**src/rtl/bcd_xs3_serial_conv.sv**
```systemverilog
// ---------------------------------------------------------------------------
// bcd_xs3_serial_conv
//
// Sequential BCD <-> Excess-3 converter. A packed word of DIGITS 4-bit digits
// is accepted over a valid/ready handshake and converted one digit per clock,
// least-significant digit first. Each digit is range-checked; an invalid
// digit produces 4'hF in its result slot, and the index of the lowest invalid
// digit is reported on err_pos.
//
// Parameters:
//   DIGITS   number of 4-bit digits per word (1..16)
//   PW       width of err_pos, max(1, $clog2(DIGITS))
//
// Ports:
//   clk        clock, rising-edge active
//   rst        synchronous active-high reset
//   in_valid   input word present
//   in_ready   block can accept a word (IDLE only, low while rst is high)
//   mode       0 = BCD->XS3, 1 = XS3->BCD, sampled together with din
//   din        input digits, digit i at din[4i+3:4i]
//   out_valid  result available (DONE only)
//   out_ready  consumer accepts the result
//   dout       converted digits, same packing as din
//   err        at least one input digit was out of range
//   err_pos    index of the lowest invalid digit, 0 when err is 0
// ---------------------------------------------------------------------------
module bcd_xs3_serial_conv #(
  parameter int DIGITS = 4,
  localparam int PW = (DIGITS > 1) ? $clog2(DIGITS) : 1
) (
  input  logic                  clk,
  input  logic                  rst,
  input  logic                  in_valid,
  output logic                  in_ready,
  input  logic                  mode,
  input  logic [4*DIGITS-1:0]   din,
  output logic                  out_valid,
  input  logic                  out_ready,
  output logic [4*DIGITS-1:0]   dout,
  output logic                  err,
  output logic [PW-1:0]         err_pos
);

  typedef enum logic [1:0] {
    IDLE,
    CONV,
    DONE
  } state_t;

  state_t state_q;
  state_t state_d;

  logic [4*DIGITS-1:0] word_q;
  logic                mode_q;
  logic [4*DIGITS-1:0] dout_q;
  logic                err_q;
  logic [PW-1:0]       err_pos_q;
  logic [PW-1:0]       cnt_q;

  logic                accept;
  logic                last_digit;
  logic [3:0]          cur_digit;
  logic                digit_ok;
  logic [3:0]          conv_res;

  // The counter shares err_pos's width: it only ever needs to index
  // DIGITS-1, and the first invalid index is copied straight from it.
  assign last_digit = (cnt_q == PW'(DIGITS - 1));
  assign accept     = in_valid & in_ready;

  // State register.
  always_ff @(posedge clk) begin
    if (rst) begin
      state_q <= IDLE;
    end else begin
      state_q <= state_d;
    end
  end

  // Next-state and handshake outputs. in_ready is gated by rst so that
  // no word is accepted on the same edge that resets the block.
  always_comb begin
    state_d   = state_q;
    in_ready  = 1'b0;
    out_valid = 1'b0;
    case (state_q)
      IDLE: begin
        in_ready = ~rst;
        if (accept) begin
          state_d = CONV;
        end
      end
      CONV: begin
        if (last_digit) begin
          state_d = DONE;
        end
      end
      DONE: begin
        out_valid = 1'b1;
        if (out_ready) begin
          state_d = IDLE;
        end
      end
      default: begin
        state_d = IDLE;
      end
    endcase
  end

  // Select the digit under conversion and compute its result. Wrapping
  // modulo 16 falls out of the 4-bit adder; out-of-range digits are
  // replaced by 4'hF.
  always_comb begin
    cur_digit = '0;
    digit_ok  = 1'b0;
    conv_res  = '0;
    for (int i = 0; i < DIGITS; i++) begin
      if (cnt_q == PW'(i)) begin
        cur_digit = word_q[4*i +: 4];
      end
    end
    if (!mode_q) begin
      digit_ok = (cur_digit <= 4'd9);
      conv_res = cur_digit + 4'd3;
    end else begin
      digit_ok = (cur_digit >= 4'd3) && (cur_digit <= 4'd12);
      conv_res = cur_digit - 4'd3;
    end
    if (!digit_ok) begin
      conv_res = 4'hF;
    end
  end

  // Datapath: capture on accept, fill one result digit per CONV cycle,
  // hold everything in DONE and IDLE until the next accept clears it.
  always_ff @(posedge clk) begin
    if (rst) begin
      word_q    <= '0;
      mode_q    <= 1'b0;
      dout_q    <= '0;
      err_q     <= 1'b0;
      err_pos_q <= '0;
      cnt_q     <= '0;
    end else begin
      case (state_q)
        IDLE: begin
          if (accept) begin
            word_q    <= din;
            mode_q    <= mode;
            dout_q    <= '0;
            err_q     <= 1'b0;
            err_pos_q <= '0;
            cnt_q     <= '0;
          end
        end
        CONV: begin
          for (int i = 0; i < DIGITS; i++) begin
            if (cnt_q == PW'(i)) begin
              dout_q[4*i +: 4] <= conv_res;
            end
          end
          // Only the first invalid digit records its position.
          if (!digit_ok && !err_q) begin
            err_q     <= 1'b1;
            err_pos_q <= cnt_q;
          end
          if (!last_digit) begin
            cnt_q <= cnt_q + PW'(1);
          end
        end
        default: begin
        end
      endcase
    end
  end

  assign dout    = dout_q;
  assign err     = err_q;
  assign err_pos = err_pos_q;

endmodule

```
**config.mk**
```make
export PLATFORM = sky130hd
export DESIGN_NAME = bcd_xs3_serial_conv
export DESIGN_NICKNAME = d
export VERILOG_FILES = /design/src/rtl/bcd_xs3_serial_conv.sv
export SDC_FILE = /design/constraint.sdc
export NUM_CORES = 1
export LEC_CHECK = 0
export ABC_AREA = 1
export BUFFER_PORTS_ARGS = -buffer_cell sky130_fd_sc_hd__buf_2
export CORE_MARGIN = 3
export CORE_UTILIZATION = 50
export CTS_BUF_LIST = sky130_fd_sc_hd__clkbuf_4 sky130_fd_sc_hd__clkbuf_8
export DETAILED_ROUTE_END_ITERATION = 12
export MAX_ROUTING_LAYER = met4
export PLACE_DENSITY = 0.77
export SLEW_MARGIN = 20
export SYNTH_ARGS = -nofsm -noshare
export SYNTH_HDL_FRONTEND = slang
export SYNTH_SLANG_ARGS = --single-unit
```
**constraint.sdc**
```tcl
create_clock -name clk -period 1.9 [get_ports clk]
set_input_delay 0.285 -clock clk [delete_from_list [all_inputs] [get_ports clk]]
set_output_delay 0.285 -clock clk [all_outputs]
set_load 0.03 [all_outputs]
```
==> impl_metrics.py, run 1 <==
metrics = {
    "outcome": {
        "status": "complete, but fails checks",
        "violations": "setup timing",
    },
    "logic_synthesis": {
        "synth-async-reset-ratio": 0,
        "postSynthCellCount": 254,
        "ys_ff_latch": 40,
        "synth_common_cells": "50 x nand2_1, 46 x a21oi_1, 40 x dfxtp_1, 28 x o21ai_0, 23 x inv_1",
        "yosysSeqAreaShare": 0.4281,
        "synth_cell_types": 23,
        "synth_top_cell_by_area": "dfxtp_1",
        "avgSynthCellArea_um2": 7.364,
        "netlist.area_leader.share": 0.4281,
        "yosysWarnings": 0,
        "syn_area_um2": 1871,
        "synthTopCellsByArea": "dfxtp_1 43%, a21oi_1 12%, nand2_1 10%",
        "syn_nets": 280,
        "synth_ff_type": "dfxtp_1",
        "synth_edf_count": 0,
        "yosysMostFrequentCell": "nand2_1",
    },
    "critical_path": {
        "r2r_start": "cnt_q[0]$_SDFFE_PP0P_",
        "crit_path_end": "err_pos[0]$_SDFFE_PP0P_",
        "critPathKind": "reg -> reg",
        "cp_cell_sequence": "buf_6 > ha_4 > a21oi_2 > nand2_1 > nand2_1 > nand2_2 > ha_2 > nor2_1 > nand2_1 > nand3_2 > nand3_2 > nand2_4 > nand3_2 > nand2_1 > nor2_1",
        "critPathMaxFanout": 5,
        "end_kind": "flip-flop",
        "reg2reg_to": "err_pos[0]$_SDFFE_PP0P_",
        "critical_path.max_stage_delay_ns": 0.36,
        "reg2reg_depth": 15,
        "start_kind": "flip-flop",
        "r2r_slack_ns": -0.12,
        "crit_arrival_ns": 2.21,
        "crit_top_cell": "nand2_1",
        "crit_start": "cnt_q[0]$_SDFFE_PP0P_",
        "required_ns": 2.09,
        "crit_slowest_cell": "dfxtp_4",
    },
    "sta": {
        "maxSlewViolCount": 0,
        "whs_ns": 0.2370,
        "worst_slack_ns": -0.1195,
        "fmax_mhz": 495.2,
        "finalCriticalPeriod_ns": 2.019,
        "worst_slew_pin_slew_ns": 0.5694,
        "rsz0062_at_grt": "true",
        "fin_setup_tns_ns": -1.419,
        "setup_viol": 18,
        "relSlewSlack": 0.6200,
        "min_period_over_period": 1.063,
        "clock-skew-final_ns": 0.002141,
        "hold_viol": 0,
    },
    "job": {
        "cap_viol_max_count": 0,
    },
    "place": {
        "preCtsSetupSlack_ns": -0.1793,
        "routabilityCongestion": 0.8686,
        "dpl.cell_count": 347,
        "numPortBuffers": 41,
        "dpl.hpwl_mm": 3.320,
    },
    "clocking": {
        "clk_pin_slew_ns": 0.07,
        "clock_path_buffers": 2,
        "cts-root-buf": "clkbuf_8",
        "clkLatencyLatePin_ns": 0.29,
        "cts_tree": "yes",
        "hold_buffers": 0,
        "cts_buffers": 5,
        "cts.sinks": 40,
        "htree_levels": 2,
    },
    "global_route": {
        "grt_pass1_wl_mm": 7.569,
        "grt_antenna_before_repair": 0,
        "grt_max_degree": 26,
        "grt_pass1_vias": 1761,
        "overflow": 0,
        "grt.total_usage": 0.2289,
    },
    "detailed_routing": {
        "drt_pass1_iterations": 4,
        "num_vias": 1916,
        "initialDrtViolationCount": 136,
        "wl_mm": 4.922,
        "wl_per_cell_um": 13.83,
        "viasPerCell": 5.382,
        "drc": 0,
        "postRouteAntennaNets": 0,
    },
    "cells_and_area": {
        "layout-drive-gt1-share": 0.3839,
        "final_util": 0.7302,
        "synthToLayoutAreaGrowth_pct": 35.38,
        "nNetsFinal": 335,
        "stdcell_count": 356,
        "antenna_cells": 0,
    },
    "floorplan": {
        "start_util": 0.5393,
        "core_area_um2": 3468,
        "die_w_um": 67.17,
        "die_y_um": 67.17,
        "num_io_pins": 42,
        "die_area_um2": 4511,
        "rows": 21,
    },
    "power_and_ir_drop": {
        "cellPowerDensity_nw_per_um2": 878.4,
        "peakVddDrop_mv": 0.5810,
        "leakagePower_nw": 1.137,
    },
    "hold_path": {
        "hp-class": "in -> reg",
    },
}
-- state kept, by name, indices dropped and copies added, names as in the netlist --
signal	flops
cnt_q	2
dout	16
err	1
err_pos	2
mode_q	1
state_q	2
word_q	16
-- worst min-delay path by stage --
stage                                         end               startpoint  cells past startpoint
final                     state_q[1]$_SDFFE_PP0P_                out_ready                      4
after floorplan           word_q[15]$_SDFFE_PP0P_  word_q[15]$_SDFFE_PP0P_                      2
after global routing       word_q[5]$_SDFFE_PP0P_                   din[5]                      3
after CTS                 state_q[1]$_SDFFE_PP0P_                out_ready                      4
after detailed placement  word_q[12]$_SDFFE_PP0P_  word_q[12]$_SDFFE_PP0P_                      2
after global placement    word_q[15]$_SDFFE_PP0P_  word_q[15]$_SDFFE_PP0P_                      2
-- where the power goes --
group | switching [mW] | internal, mW | total (mW)
combinational | 0.430 | 0.238 | 0.669
sequential | 0.0415 | 0.907 | 0.948
clock | 0.283 | 0.325 | 0.608
-- layout by cell type (no fill, tap or decap), drive strengths merged, types with 3 or more instances in the layout --
| cell | count |
|---|---|
| nor2 | 7 |
| nand3 | 25 |
| dfxtp | 40 |
| clkbuf | 8 |
| nand2 | 57 |
| a21oi | 49 |
| inv | 24 |
| ha | 5 |
| buf | 58 |
| clkinv | 3 |
| o21ai | 28 |
-- kinds of logic after synthesis --
family                   after synthesis  synth area share
adder cells (fa/ha/maj)                5           0.03344
AND/OR/NAND/NOR                       91            0.2301
buffers and inverters                 37           0.07625
flip-flops                            40            0.4281
AO/OA/AOI/OAI                         81            0.2321
-- critical path: cells and delay by family, from the launching register on --
family	cells	cell delay, ns
and+or+nand+nor	11	0.95
buffers and inverters	1	0.12
AOI/OAI and AO/OA	1	0.11
DFF	1	0.36
adders and majority gates	2	0.35
-- final cells by class --
class | instances | area, um2
Fill cell | 279 | 935.9
Inverter | 27 | 106.4
Multi-Input combinational cell | 177 | 1126
Clock buffer | 8 | 97.59
Sequential cell | 40 | 808.3
Timing Repair Buffer | 58 | 336.6
Tap cell | 46 | 57.56
-- repair_timing --
action	4_1_cts	5_1_grt
resized for setup	14	41
buffers inserted	1	0
endpoints found under the setup margin	19	18
pin swaps	6	18
-- per-layer routing --
| metal | global-route usage | vias up | wire length [um] |
|---|---|---|---|
| li1 | - | 962 | - |
| met1 | 0.2813 | 890 | 2225 |
| met2 | 0.3534 | 51 | 2341 |
| met3 | 0.06822 | 13 | 263 |
| met4 | 0.08861 | 0 | 92 |
| met5 | - | - | 0 |
-- per-stage QoR --
| step | total power [mW] | cell area [um2] |
|---|---|---|
| 3_5_place_dp | 1.498 | 2216 |
| 4_1_cts | 2.121 | 2372 |
| 5_1_grt | 2.341 | 2532 |
| 6_report | 2.224 | 2532 |
| 2_1_floorplan | 1.325 | 1874 |
| 3_3_place_gp | 1.487 | 2216 |
Power figures use the tool's default switching activity.
==> run 2, diff against run 1 <==
Settings changed: PLACE_DENSITY 0.77 to 0.78.
==> run 2 against run 1 <==
Net effect: clock-buffer cell count down 2; hold slack worse by 0.0093 ns; register-to-register slack improved by 0.02 ns; flip-flop and latch count did not move; die area stayed put; sequential power about the same; cell count increased by 0.28%; final area grew 1.5%; fmax rose by 1.2%; worst setup slack better by 0.025 ns; power rose by 4.3%; via count is 0.10% higher; critical path type unchanged; the run still ends with setup timing left; critical endpoint is now dout[11]$_SDFFE_PP0P_.
==> impl_metrics.py, run 2 (synthesis results as in run 1) <==
metrics = {
    "global_route": {
        "grt_pass1_wl_mm": 7.569,
        "grt_max_degree": 26,
        "grt_antenna_before_repair": 0,
        "grt.total_usage": 0.2288,
        "overflow": 0,
        "grt_pass1_vias": 1638,
    },
    "detailed_routing": {
        "viasPerCell": 5.373,
        "postRouteAntennaNets": 0,
        "num_vias": 1918,
        "drc": 0,
        "initialDrtViolationCount": 118,
        "wl_mm": 4.938,
        "wl_per_cell_um": 13.83,
        "drt_pass1_iterations": 4,
    },
    "sta": {
        "relSlewSlack": 0.6072,
        "finalCriticalPeriod_ns": 1.995,
        "setup_viol": 18,
        "hold_viol": 0,
        "rsz0062_at_grt": "true",
        "maxSlewViolCount": 0,
        "min_period_over_period": 1.050,
        "fmax_mhz": 501.4,
        "worst_slew_pin_slew_ns": 0.5886,
        "worst_slack_ns": -0.09461,
        "clock-skew-final_ns": 0.007038,
        "whs_ns": 0.2277,
    },
    "place": {
        "placed_cell_area_um2": 2208,
        "numPortBuffers": 41,
        "routabilityCongestion": 0.8654,
        "dpl.hpwl_mm": 3.335,
        "preCtsSetupSlack_ns": -0.1688,
    },
    "cells_and_area": {
        "final_area_um2": 2571,
        "nNetsFinal": 336,
        "final_util": 0.7413,
        "layout-drive-gt1-share": 0.4116,
        "antenna_cells": 0,
        "mostFrequentLayoutCells": "41 x nand2_1, 41 x buf_2, 38 x dfxtp_1",
        "synthToLayoutAreaGrowth_pct": 37.46,
    },
    "clocking": {
        "cts.sinks": 40,
        "cts_tree": "yes",
        "clkLatencyLatePin_ns": 0.31,
        "htree_levels": 2,
        "hold_buffers": 0,
        "cts-root-buf": "clkbuf_8",
        "cts_buffers": 5,
        "clk_pin_slew_ns": 0.08,
        "clock_path_buffers": 2,
    },
    "power_and_ir_drop": {
        "power.internal_mw": 1.550,
        "p_switching_mw": 0.7706,
        "power.share.clock": 0.303,
        "p_comb_frac": 0.287,
        "leakagePower_nw": 1.148,
        "pwr-share-seq": 0.410,
        "p_total_mw": 2.321,
        "peakVddDrop_mv": 0.4761,
        "cellPowerDensity_nw_per_um2": 902.7,
        "sw_frac_of_total": 0.3320,
    },
    "critical_path": {
        "cp_cell_sequence": "inv_4 > ha_4 > a21oi_2 > nand2_2 > a21oi_4 > ha_2 > nor2_1 > nand2_1 > nand3_2 > nand2_4 > nand3_2 > nand2_4 > a21oi_2",
        "required_ns": 2.09,
        "reg2reg_depth": 13,
        "critical_path.max_stage_delay_ns": 0.39,
        "critPathKind": "reg -> reg",
        "start_kind": "flip-flop",
        "crit_slowest_cell": "dfxtp_4",
        "crit_arrival_ns": 2.19,
        "end_kind": "flip-flop",
        "critPathMaxFanout": 5,
    },
    "floorplan": {
        "rows": 21,
        "die_area_um2": 4511,
        "num_io_pins": 42,
        "die_y_um": 67.17,
        "core_area_um2": 3468,
        "die_w_um": 67.17,
        "start_util": 0.5393,
    },
    "outcome": {
        "status": "complete, but fails checks",
        "violations": "setup timing",
    },
    "hold_path": {
        "hold_depth": 4,
        "hp-class": "in -> reg",
    },
    "job": {
        "cap_viol_max_count": 0,
    },
}
==> run 2: cell types whose count changed in the layout (fill, tap and decap cells not counted), moves of 2 or more <==
| cell | delta |
|---|---|
| a21oi_2 | +5 |
| nand2_1 | -2 |
| a21oi_1 | -5 |
| nand3_2 | +2 |
| buf_4 | +2 |
| nand2_2 | +3 |
==> run 2: worst paths after layout <==
path                                 from                       to  slack [ns]
hold reg to reg   word_q[13]$_SDFFE_PP0P_  word_q[13]$_SDFFE_PP0P_        0.46
setup / recovery    cnt_q[1]$_SDFFE_PP0P_    dout[11]$_SDFFE_PP0P_       -0.09
setup reg to reg    cnt_q[1]$_SDFFE_PP0P_    dout[11]$_SDFFE_PP0P_       -0.09
hold / removal                  out_ready  state_q[1]$_SDFFE_PP0P_        0.23
==> run 2: cell type report <==
cell class              instances  area [um2]
flip-flops and latches         40       808.3
clock buffers                   6       76.32
multi-input cells             177        1147
fillers                       273       897.1
clock inverters                 2       35.03
repair buffers                 59       340.3
well taps                      46       57.56
inverters                      27       106.4
==> run 2: repair_timing <==
| action | in CTS | in global routing |
|---|---|---|
| gates resized for setup | 18 | 42 |
| setup buffers | 1 | 2 |
| setup endpoints to repair | 19 | 19 |
| pin swaps | 1 | 15 |
| gates cloned | 0 | 0 |
==> run 2: metrics by stage <==
stage / std cells / TNS [ns]
6_report: 357 / -1.107
2_1_floorplan: 254 / 0
3_3_place_gp: 346 / -1.931
3_5_place_dp: 346 / -2.538
4_1_cts: 355 / 0
5_1_grt: 357 / -3.401
==> run 2: worst max-delay path, delay by kind of cell (launching register included) <==
kind / cells / cell delay [ns]
flip-flops: 1 / 0.39
AND/OR/NAND/NOR: 7 / 0.68
adder cells (fa/ha/maj): 2 / 0.36
AO/OA/AOI/OAI: 3 / 0.39
buffers and inverters: 1 / 0.06
==> run 2: power groups by stage <==
stage	registers (mW)	clock network [mW]	logic [mW]
floorplan	1.04	0	0.285
global placement	0.961	0	0.526
detailed placement	0.963	0	0.533
CTS	0.946	0.705	0.560
global route	0.958	0.745	0.729
finish	0.951	0.704	0.665
==> run 2: layer usage <==
metal	GRT usage	share of wire
met2	0.3276	0.49
met3	0.06156	0.044
met4	0.08101	0.015
met1	0.3094	0.45
met5	-	0
